$ cat config.mk
export PLATFORM = sky130hd
export DESIGN_NAME = pcm_to_pdm
export DESIGN_NICKNAME = d
export VERILOG_FILES = /design/src/rtl/pcm_to_pdm.sv
export SDC_FILE = /design/constraint.sdc
export NUM_CORES = 1
export LEC_CHECK = 0
export CAP_MARGIN = 0
export CORE_UTILIZATION = 51
export DETAILED_ROUTE_END_ITERATION = 7
export PLACE_DENSITY = 0.74
export SYNTH_ARGS = -nofsm -noshare
export SYNTH_HDL_FRONTEND = slang
export SYNTH_SLANG_ARGS = --single-unit
export TNS_END_PERCENT = 100
$ cat constraint.sdc
create_clock -name clk -period 5.6 [get_ports clk]
set_clock_uncertainty 0.2 [all_clocks]
set_input_delay 0.84 -clock clk [delete_from_list [all_inputs] [get_ports clk]]
set_output_delay 0.84 -clock clk [all_outputs]
set_load 0.01 [all_outputs]
$ cat src/rtl/pcm_to_pdm.sv
// Second-order delta-sigma modulator: signed PCM in, 1-bit PDM out.
// Ports: clk, rst (async low), en, pcm_in/pcm_valid/pcm_ready, sample_tick, underrun, pdm_out.
module pcm_to_pdm #(
  parameter int WIDTH = 16,
  parameter int OSR   = 100,
  parameter int ACC_W = 24,
  parameter int CLAMP = 29491
) (
  input  logic                    clk,
  input  logic                    rst,
  input  logic                    en,
  input  logic signed [WIDTH-1:0] pcm_in,
  input  logic                    pcm_valid,
  output logic                    pcm_ready,
  output logic                    sample_tick,
  output logic                    underrun,
  output logic                    pdm_out
);

  localparam int CW = (OSR > 1) ? $clog2(OSR) : 1;
  localparam int SW = ACC_W + 2;

  localparam logic [CW-1:0] LAST = CW'(OSR - 1);

  localparam logic signed [SW-1:0] FS_P = SW'(2 ** (WIDTH - 1));
  localparam logic signed [SW-1:0] FS_N = -FS_P;
  localparam logic signed [SW-1:0] A_MAX = SW'(2 ** (ACC_W - 1) - 1);
  localparam logic signed [SW-1:0] A_MIN = -A_MAX - 1;

  localparam logic signed [WIDTH-1:0] CL_P = WIDTH'(CLAMP);
  localparam logic signed [WIDTH-1:0] CL_N = -CL_P;

  function automatic logic signed [ACC_W-1:0] sat_acc(
    input logic signed [SW-1:0] v
  );
    if (v > A_MAX) return A_MAX[ACC_W-1:0];
    if (v < A_MIN) return A_MIN[ACC_W-1:0];
    return v[ACC_W-1:0];
  endfunction

  logic [1:0] rs_q;
  logic       run;

  logic [CW-1:0] cnt_q, cnt_d, cnt_eff;
  logic          en_q, en_d;
  logic          full_q, full_d;
  logic          tick_q, tick_d;
  logic          ur_q, ur_d;
  logic          pdm_q, pdm_d;

  logic signed [WIDTH-1:0] cur_q, cur_d;
  logic signed [WIDTH-1:0] pend_q, pend_d;
  logic signed [WIDTH-1:0] pcm_sat;

  logic signed [ACC_W-1:0] i1_q, i1_d;
  logic signed [ACC_W-1:0] i2_q, i2_d;

  logic signed [SW-1:0] x_w, fb_w;
  logic signed [SW-1:0] i1_w, i2_w;
  logic signed [SW-1:0] s1, s2;

  logic tick_c, accept;

  // Release is synchronised; assertion stays asynchronous.
  always_ff @(posedge clk or negedge rst) begin
    if (!rst) rs_q <= 2'b00;
    else      rs_q <= {rs_q[0], 1'b1};
  end

  assign run = rs_q[1];

  always_comb begin
    if (pcm_in > CL_P)      pcm_sat = CL_P;
    else if (pcm_in < CL_N) pcm_sat = CL_N;
    else                    pcm_sat = pcm_in;

    // A fresh enable behaves as if the counter sat at zero.
    cnt_eff = en_q ? cnt_q : '0;
    tick_c  = en & (cnt_eff == LAST);
    accept  = pcm_valid & ~full_q;

    x_w  = {{(SW-WIDTH){cur_q[WIDTH-1]}}, cur_q};
    fb_w = pdm_q ? FS_P : FS_N;
    i1_w = {{2{i1_q[ACC_W-1]}}, i1_q};
    i2_w = {{2{i2_q[ACC_W-1]}}, i2_q};
    s1   = i1_w + x_w - fb_w;
    s2   = i2_w + i1_w - fb_w;

    cnt_d  = cnt_q;
    en_d   = en;
    cur_d  = cur_q;
    pend_d = pend_q;
    full_d = full_q;
    tick_d = tick_c;
    ur_d   = tick_c & ~full_q;

    if (en) begin
      cnt_d = tick_c ? '0 : cnt_eff + 1'b1;
    end

    if (tick_c && full_q) begin
      cur_d  = pend_q;
      full_d = 1'b0;
    end else if (accept) begin
      pend_d = pcm_sat;
      full_d = 1'b1;
    end

    if (en) begin
      i1_d  = sat_acc(s1);
      i2_d  = sat_acc(s2);
      pdm_d = ~i2_d[ACC_W-1];
    end else begin
      // Idle: clear loop, emit zero-mean square wave.
      i1_d  = '0;
      i2_d  = '0;
      pdm_d = ~pdm_q;
    end

    if (!run) begin
      cnt_d  = '0;
      en_d   = 1'b0;
      cur_d  = '0;
      pend_d = '0;
      full_d = 1'b0;
      tick_d = 1'b0;
      ur_d   = 1'b0;
      i1_d   = '0;
      i2_d   = '0;
      pdm_d  = 1'b0;
    end
  end

  always_ff @(posedge clk or negedge rst) begin
    if (!rst) begin
      cnt_q  <= '0;
      en_q   <= 1'b0;
      cur_q  <= '0;
      pend_q <= '0;
      full_q <= 1'b0;
      tick_q <= 1'b0;
      ur_q   <= 1'b0;
      i1_q   <= '0;
      i2_q   <= '0;
      pdm_q  <= 1'b0;
    end else begin
      cnt_q  <= cnt_d;
      en_q   <= en_d;
      cur_q  <= cur_d;
      pend_q <= pend_d;
      full_q <= full_d;
      tick_q <= tick_d;
      ur_q   <= ur_d;
      i1_q   <= i1_d;
      i2_q   <= i2_d;
      pdm_q  <= pdm_d;
    end
  end

  assign pcm_ready   = ~full_q;
  assign sample_tick = tick_q;
  assign underrun    = ur_q;
  assign pdm_out     = pdm_q;

endmodule
==> summary.md, run 1 <==
| Metric | Value |
|---|---|
| Register area share after synthesis | 32.2% |
| Area leader, netlist | dfrtp_1 |
| Register Area | 2350 sq um |
| Pleak | 3.90 nW |
| Io pins | 24 |
| Die width | 122 um |
| Top cells by area, synth | dfrtp_1 (32%), ha_1 (14%), inv_1 (6.5%) |
| CP Capture Type | flop |
| Post-Synthesis Cell Area | 7290 sq um |
| Site row count | 43 |
| CTS tree | built |
| Worst skew pair latency | 0.35 ns |
| Post-DP HPWL | 11.2 mm |
| Fmax | 229 MHz |
| Routed Antenna Nets | 0 |
| CTS Hold Buffers Added | 0 |
| Critical path data arrival time | 4.34 ns |
| H-tree levels | 3 |
| Initial antenna violation count | 0 |
| Post-synth EDFFs | 0 |
| Crit Path Max Fanout | 20 |
| Residual DRC | 0 |
| Pins over their slew limit | 0 |
| Setup TNS | 0 ns |
| Slew @ Worst Pin | 1.14 ns |
| CTS root buf | clkbuf_16 |
| Post-CTS sizing | 0 |
| Initial Utilization | 52.3% |
| Multi-input logic area | 4340 sq um |
| Ys flop type | dfrtp_1 |
| Status | complete, no violations |
| Layout cell share with drive strength beyond 1 | 5.71% |
| All-Layer GR Usage | 22.1% |
| Post-CTS setup buffer count | 0 |
| I/O Buffers | 23 |
| Synth Warn # | 0 |
| Placed instance count | 987 |
| Post-Route WL | 14.7 mm |
| Die Ht | 122 um |
| Final setup violation count | 0 |
| Synth top area share | 32.2% |
| Synth Register Bits | 94 |
| Die area | 14800 sq um |
| Longest Clk Path Bufs | 2 |
| TritonRoute pass-1 iters | 5 |
| Largest net degree at the start of global routing | 50 |
| Syn Inst Count | 800 |
| Avg Synthesized Cell Area | 9.12 sq um |
| Max Cap Viol | 0 |
| Via Count | 5743 |
| Synth cell types | 68 |
| Nets | 936 |
| Final Hold Fails | 0 |
| Min Tclk post-route | 4.36 ns |
| CP startpoint kind | flop |
| Slew headroom | 24.0% |
| GRT overflow | 0 |
| DRT iter0 DRCs | 340 |
| Layout fillers | 1252 |
| PwrDens | 646 nW/um^2 |
| Hold WC Path Type | flop to flop |
| Mapped Nets | 918 |
| Vias in the first global route | 5450 |
| Crit Path Category | flop to flop |
| Drt via density | 5.73 |
| Non-filler cells, final | 1003 |
| Placer congestion estimate | 0.861 |
| Fin crit share | 77.8% |
| FFs w/ async S/R, synth | 100% |
| CTS Buf Count | 9 |
| Wire length per cell | 14.7 um |
| RSZ-0062 raised after global routing | no |
| Diode count | 0 |
| VDD IR max | 350 uV |
| Global-route wire length before repair | 25.7 mm |
| Clk slew on worst S/H paths | 0.07 ns |
| Core ar. | 13900 sq um |
| CP required | 5.58 ns |
| Layout area overhead | 9.38% |
| Clock Sinks | 94 |
==> power breakdown <==
group / internal, mW / leakage [nW] / switching, mW
sequential: 0.820 / 1.26 / 0.0581
combinational: 1.45 / 2.48 / 2.18
clock: 0.402 / 0.157 / 0.244
total: 2.67 / 3.90 / 2.48
==> cell usage after synthesis (all sizes together) (16+ instances only) <==
library cell,n
a21o,16
a21oi,50
a22o,25
dfrtp,94
fa,16
ha,82
inv,127
nand2,57
nor2,34
o21ai,48
o22ai,22
o31ai,21
xnor2,18
xor2,17
==> layout by cell type (no fill, tap or decap), types with 11 or more instances in the layout <==
master and count:
fa_1 16, nor2_1 33, a21o_1 16, xor2_1 17, o22ai_1 22, nand2_1 56, o21ai_0 45, a22o_1 25
a21oi_1 47, dfrtp_1 94, o31ai_1 11, ha_1 82, nand3_1 12, xnor2_1 18, o21a_1 11, inv_1 127
clkdlybuf4s50_1 22
==> worst max-delay path, cell delays in order (launching register included) <==
cell and delay, ns:
dfrtp_1 0.73, inv_1 0.14, fa_1 0.53, inv_1 0.04, ha_1 0.36, a21oi_1 0.19
o21ai_0 0.11, a311oi_1 0.37, o211a_1 0.22, nor2_1 0.05, a21oi_2 0.85, buf_4 0.30
o31ai_2 0.08
==> area by class of cell <==
class                      count  share of cell area (%)
clock inverter                 4                   0.878
timing repair buffer          29                    3.42
inverter                     127                    5.97
clock buffer                  12                    3.09
sequential                    94                    29.5
tap                          180                    2.82
multi-input combinational    557                    54.3
==> metrics by stage <==
stage               utilization, %  setup slack [ns]  hold slack, ns  area, sq um  total power [mW]
detailed placement            55.0              1.29           0.141         7660              4.47
finish                        57.3              1.24           0.160         7980              5.15
global placement              55.0              1.36           0.134         7660              4.42
global route                  57.3             0.896           0.173         7980              5.66
CTS                           57.3              1.25           0.165         7980              5.15
floorplan                        -              1.68           0.131         7290              3.86
==> worst paths after layout <==
check	start	slack, ns	depth (start not counted)	end
max	cur_q[15]$_DFFE_PN0N_	1.24	12	i1_q[14]$_DFF_PN0_
min	rs_q[0]$_DFF_PN0_	0.16	0	rs_q[1]$_DFF_PN0_
max reg2reg	cur_q[15]$_DFFE_PN0N_	1.24	12	i1_q[14]$_DFF_PN0_
min reg2reg	rs_q[0]$_DFF_PN0_	0.16	0	rs_q[1]$_DFF_PN0_
max in group asynchronous	rst	3.89	2	i2_q[9]$_DFF_PN0_
min in group asynchronous	rst	0.30	1	cnt_q[0]$_DFFE_PN0P_
==> cells by family (layout without fill, tap and decap cells) <==
kind of cell | count (synthesis) | in the layout | synth area share, %
flops | 94 | 94 | 32.2
other cells | 1 | 1 | 0.0514
fa+ha+maj | 98 | 98 | 18.5
compound gates | 253 | 253 | 25.0
buf+inv | 149 | 172 | 8.35
mux | 2 | 2 | 0.326
simple gates | 168 | 168 | 11.3
xor+xnor | 35 | 35 | 4.20
==> state kept, by name (all words and copies together), names as in the netlist, 2 cells and up <==
signal / cells
cnt_q: 7
cur_q: 16
i1_q: 24
i2_q: 24
pend_q: 16
rs_q: 2
==> per-layer routing <==
layer	track usage [%]	routed length [um]
met1	30.9	7260
met2	35.2	6640
met3	2.72	512
met4	8.49	293
met5	0	0
Note: power is estimated with default switching activity, not from simulation.
==> inputs of run 2 (changes only) <==
--- a/config.mk
+++ b/config.mk
@@ -8,7 +8,7 @@
 export CAP_MARGIN = 0
 export CORE_UTILIZATION = 51
 export DETAILED_ROUTE_END_ITERATION = 7
-export PLACE_DENSITY = 0.74
+export PLACE_DENSITY = 0.77
 export SYNTH_ARGS = -nofsm -noshare
 export SYNTH_HDL_FRONTEND = slang
 export SYNTH_SLANG_ARGS = --single-unit
==> constraint.sdc (replaced) <==
create_clock -name clk -period 3.8 [get_ports clk]
set_clock_uncertainty 0.2 [all_clocks]
set_input_delay 0.57 -clock clk [delete_from_list [all_inputs] [get_ports clk]]
set_output_delay 0.57 -clock clk [all_outputs]
set_load 0.01 [all_outputs]
==> run 2 against run 1 <==
Setup slack worse by 1.1 ns. Fmax up 20%. Global-route usage down 0.35 points. Non-clock buffer count up 15. Cell count up 1.5%. Clock-buffer cell count up 3. Largest cell class unchanged. Core utilization up 0.57 points. Critical endpoint is now i2_q[16]$_DFF_PN0_.
==> summary.md, run 2 (synthesis results as in run 1) <==
| Metric | Value |
|---|---|
| Reg-to-reg critical path endpoint | i2_q[16]$_DFF_PN0_ |
| CP bufs+invs | 2 |
| Layout cell share with drive strength beyond 1 | 7.28% |
| Initial Utilization | 52.3% |
| Final setup violation count | 0 |
| Clock Sinks | 94 |
| Most common cell after layout, fill and taps aside | inv_1 |
| Residual DRC | 0 |
| Wire length per cell | 14.8 um |
| TritonRoute pass-1 iters | 6 |
| Pleak | 3.95 nW |
| All-Layer GR Usage | 21.8% |
| CP peak stage delay | 0.48 ns |
| Status | complete, no violations |
| Pins over their slew limit | 0 |
| CP startpoint kind | flop |
| Io pins | 24 |
| Layout Utilization | 57.8% |
| Initial antenna violation count | 0 |
| H-tree levels | 3 |
| Placed instance count | 997 |
| Crit Path Max Fanout | 23 |
| Post-DP HPWL | 11.4 mm |
| Site row count | 43 |
| Vias in the first global route | 5426 |
| Die area | 14800 sq um |
| Global-route wire length before repair | 25.2 mm |
| Slew headroom | 20.3% |
| Max Cap Viol | 0 |
| Largest net degree at the start of global routing | 70 |
| Reg2reg start | pdm_out$_DFF_PN0_ |
| Slew @ Worst Pin | 1.19 ns |
| Post-Route WL | 15.1 mm |
| Clk slew on worst S/H paths | 0.06 ns |
| Fin crit share | 95.6% |
| Fmax | 275 MHz |
| Longest Clk Path Bufs | 2 |
| VDD IR max | 597 uV |
| Die Ht | 122 um |
| Non-filler cells, final | 1018 |
| Pre-CTS setup slack | 0.136 ns |
| Nets | 951 |
| Slowest cell on the critical path | dfrtp_2 |
| Worst skew pair latency | 0.35 ns |
| PwrDens | 949 nW/um^2 |
| Hold WC Path Type | input pin to asynchronous set/reset pin |
| Final Total Pwr | 7.65 mW |
| CTS root buf | clkbuf_16 |
| CP top delay family | compound AO/OA/AOI/OAI gates |
| I/O Buffers | 23 |
| Critical path data arrival time | 3.69 ns |
| Setup slack, reg-to-reg | 0.17 ns |
| Worst setup margin | 0.168 ns |
| Core ar. | 13900 sq um |
| Setup crit start | pdm_out$_DFF_PN0_ |
| CTS tree | built |
| Most frequent cells in the layout | inv_1 (127), dfrtp_1 (93), ha_1 (81) |
| Placer congestion estimate | 0.892 |
| Crit path top cell by count | a21o_1 |
| CTS Buf Count | 9 |
| GRT overflow | 0 |
| Final Hold Fails | 0 |
| Capture point of the worst path | i2_q[16]$_DFF_PN0_ |
| Largest regs | i1_q: 24 flops, i2_q: 24 flops |
| Crit Path Category | flop to flop |
| Register Area | 2350 sq um |
| CTS Hold Buffers Added | 0 |
| Via Count | 5742 |
| Layout fillers | 1211 |
| CP cell instances | buf_4 > fa_1 > ha_2 > a21o_1 > a21o_1 > a21oi_1 > o21ai_1 > and2_1 > a311oi_1 > a32oi_2 > buf_6 > o32ai_1 |
| Area post-placement | 7750 sq um |
| Diode count | 0 |
| Setup TNS | 0 ns |
| Drt via density | 5.64 |
| DRT iter0 DRCs | 515 |
| Die width | 122 um |
| Routed Antenna Nets | 0 |
| Layout area overhead | 10.5% |
| CP Capture Type | flop |
| CP required | 3.86 ns |
| Final design area excluding fillers | 8060 sq um |
| Multi-input logic area | 4340 sq um |
| Critical path depth | 12 |
| Hold WS | 0.132 ns |
| Min Tclk post-route | 3.63 ns |
| Worst R2R Path Depth | 12 |
-- run 2: how the worst min path moves through the flow --
stage / from / to / cells after the start
final: rst / cnt_q[3]$_DFFE_PN0P_ / 1
after global routing: rs_q[0]$_DFF_PN0_ / rs_q[1]$_DFF_PN0_ / 0
after CTS: rs_q[0]$_DFF_PN0_ / rs_q[1]$_DFF_PN0_ / 0
after detailed placement: rs_q[0]$_DFF_PN0_ / rs_q[1]$_DFF_PN0_ / 0
after global placement: rs_q[0]$_DFF_PN0_ / rs_q[1]$_DFF_PN0_ / 0
after floorplan: rst / cnt_q[0]$_DFFE_PN0P_ / 0
-- run 2: power breakdown --
group | switching, mW | internal [mW] | total (mW)
Clock | 0.354 | 0.461 | 0.816
Sequential | 0.0898 | 1.21 | 1.30
Combinational | 3.28 | 2.26 | 5.54
Total | 3.73 | 3.92 | 7.65
-- run 2: repair_timing --
action | CTS | global route
gates resized for setup | 0 | 2
setup endpoints to repair | 0 | 27
buffers inserted | 0 | 5
-- run 2: worst reg2reg max path, cell delays in order (launching register included) --
cell	delay, ns
dfrtp_2	0.48
buf_4	0.17
fa_1	0.46
ha_2	0.36
a21o_1	0.20
a21o_1	0.19
a21oi_1	0.24
o21ai_1	0.17
and2_1	0.19
a311oi_1	0.29
a32oi_2	0.15
buf_6	0.20
o32ai_1	0.26
-- run 2: area by class of cell --
cell class                      instances  share of cell area (%)
Clock buffer                           15                    3.20
Multi-Input combinational cell        557                    53.8
Timing Repair Buffer                   44                    4.98
Tap cell                              180                    2.80
Inverter                              127                    5.92
Clock inverter                          1                  0.0621
Sequential cell                        94                    29.2
-- run 2: per-layer routing --
metal,share of wire (%),track usage (%),vias up
met1,48,29.6,2713
met2,46,35.0,105
met4,2.4,10.1,0
met5,0,0,-
met3,3.6,2.39,22
li1,-,-,2902
==> inputs of run 3 (changes only) <==
--- a/config.mk
+++ b/config.mk
@@ -5,7 +5,6 @@
 export SDC_FILE = /design/constraint.sdc
 export NUM_CORES = 1
 export LEC_CHECK = 0
-export CAP_MARGIN = 0
 export CORE_UTILIZATION = 51
 export DETAILED_ROUTE_END_ITERATION = 7
 export PLACE_DENSITY = 0.77
==> results of run 3 <==
Final layout, timing and power as in run 2 (identical DEF).
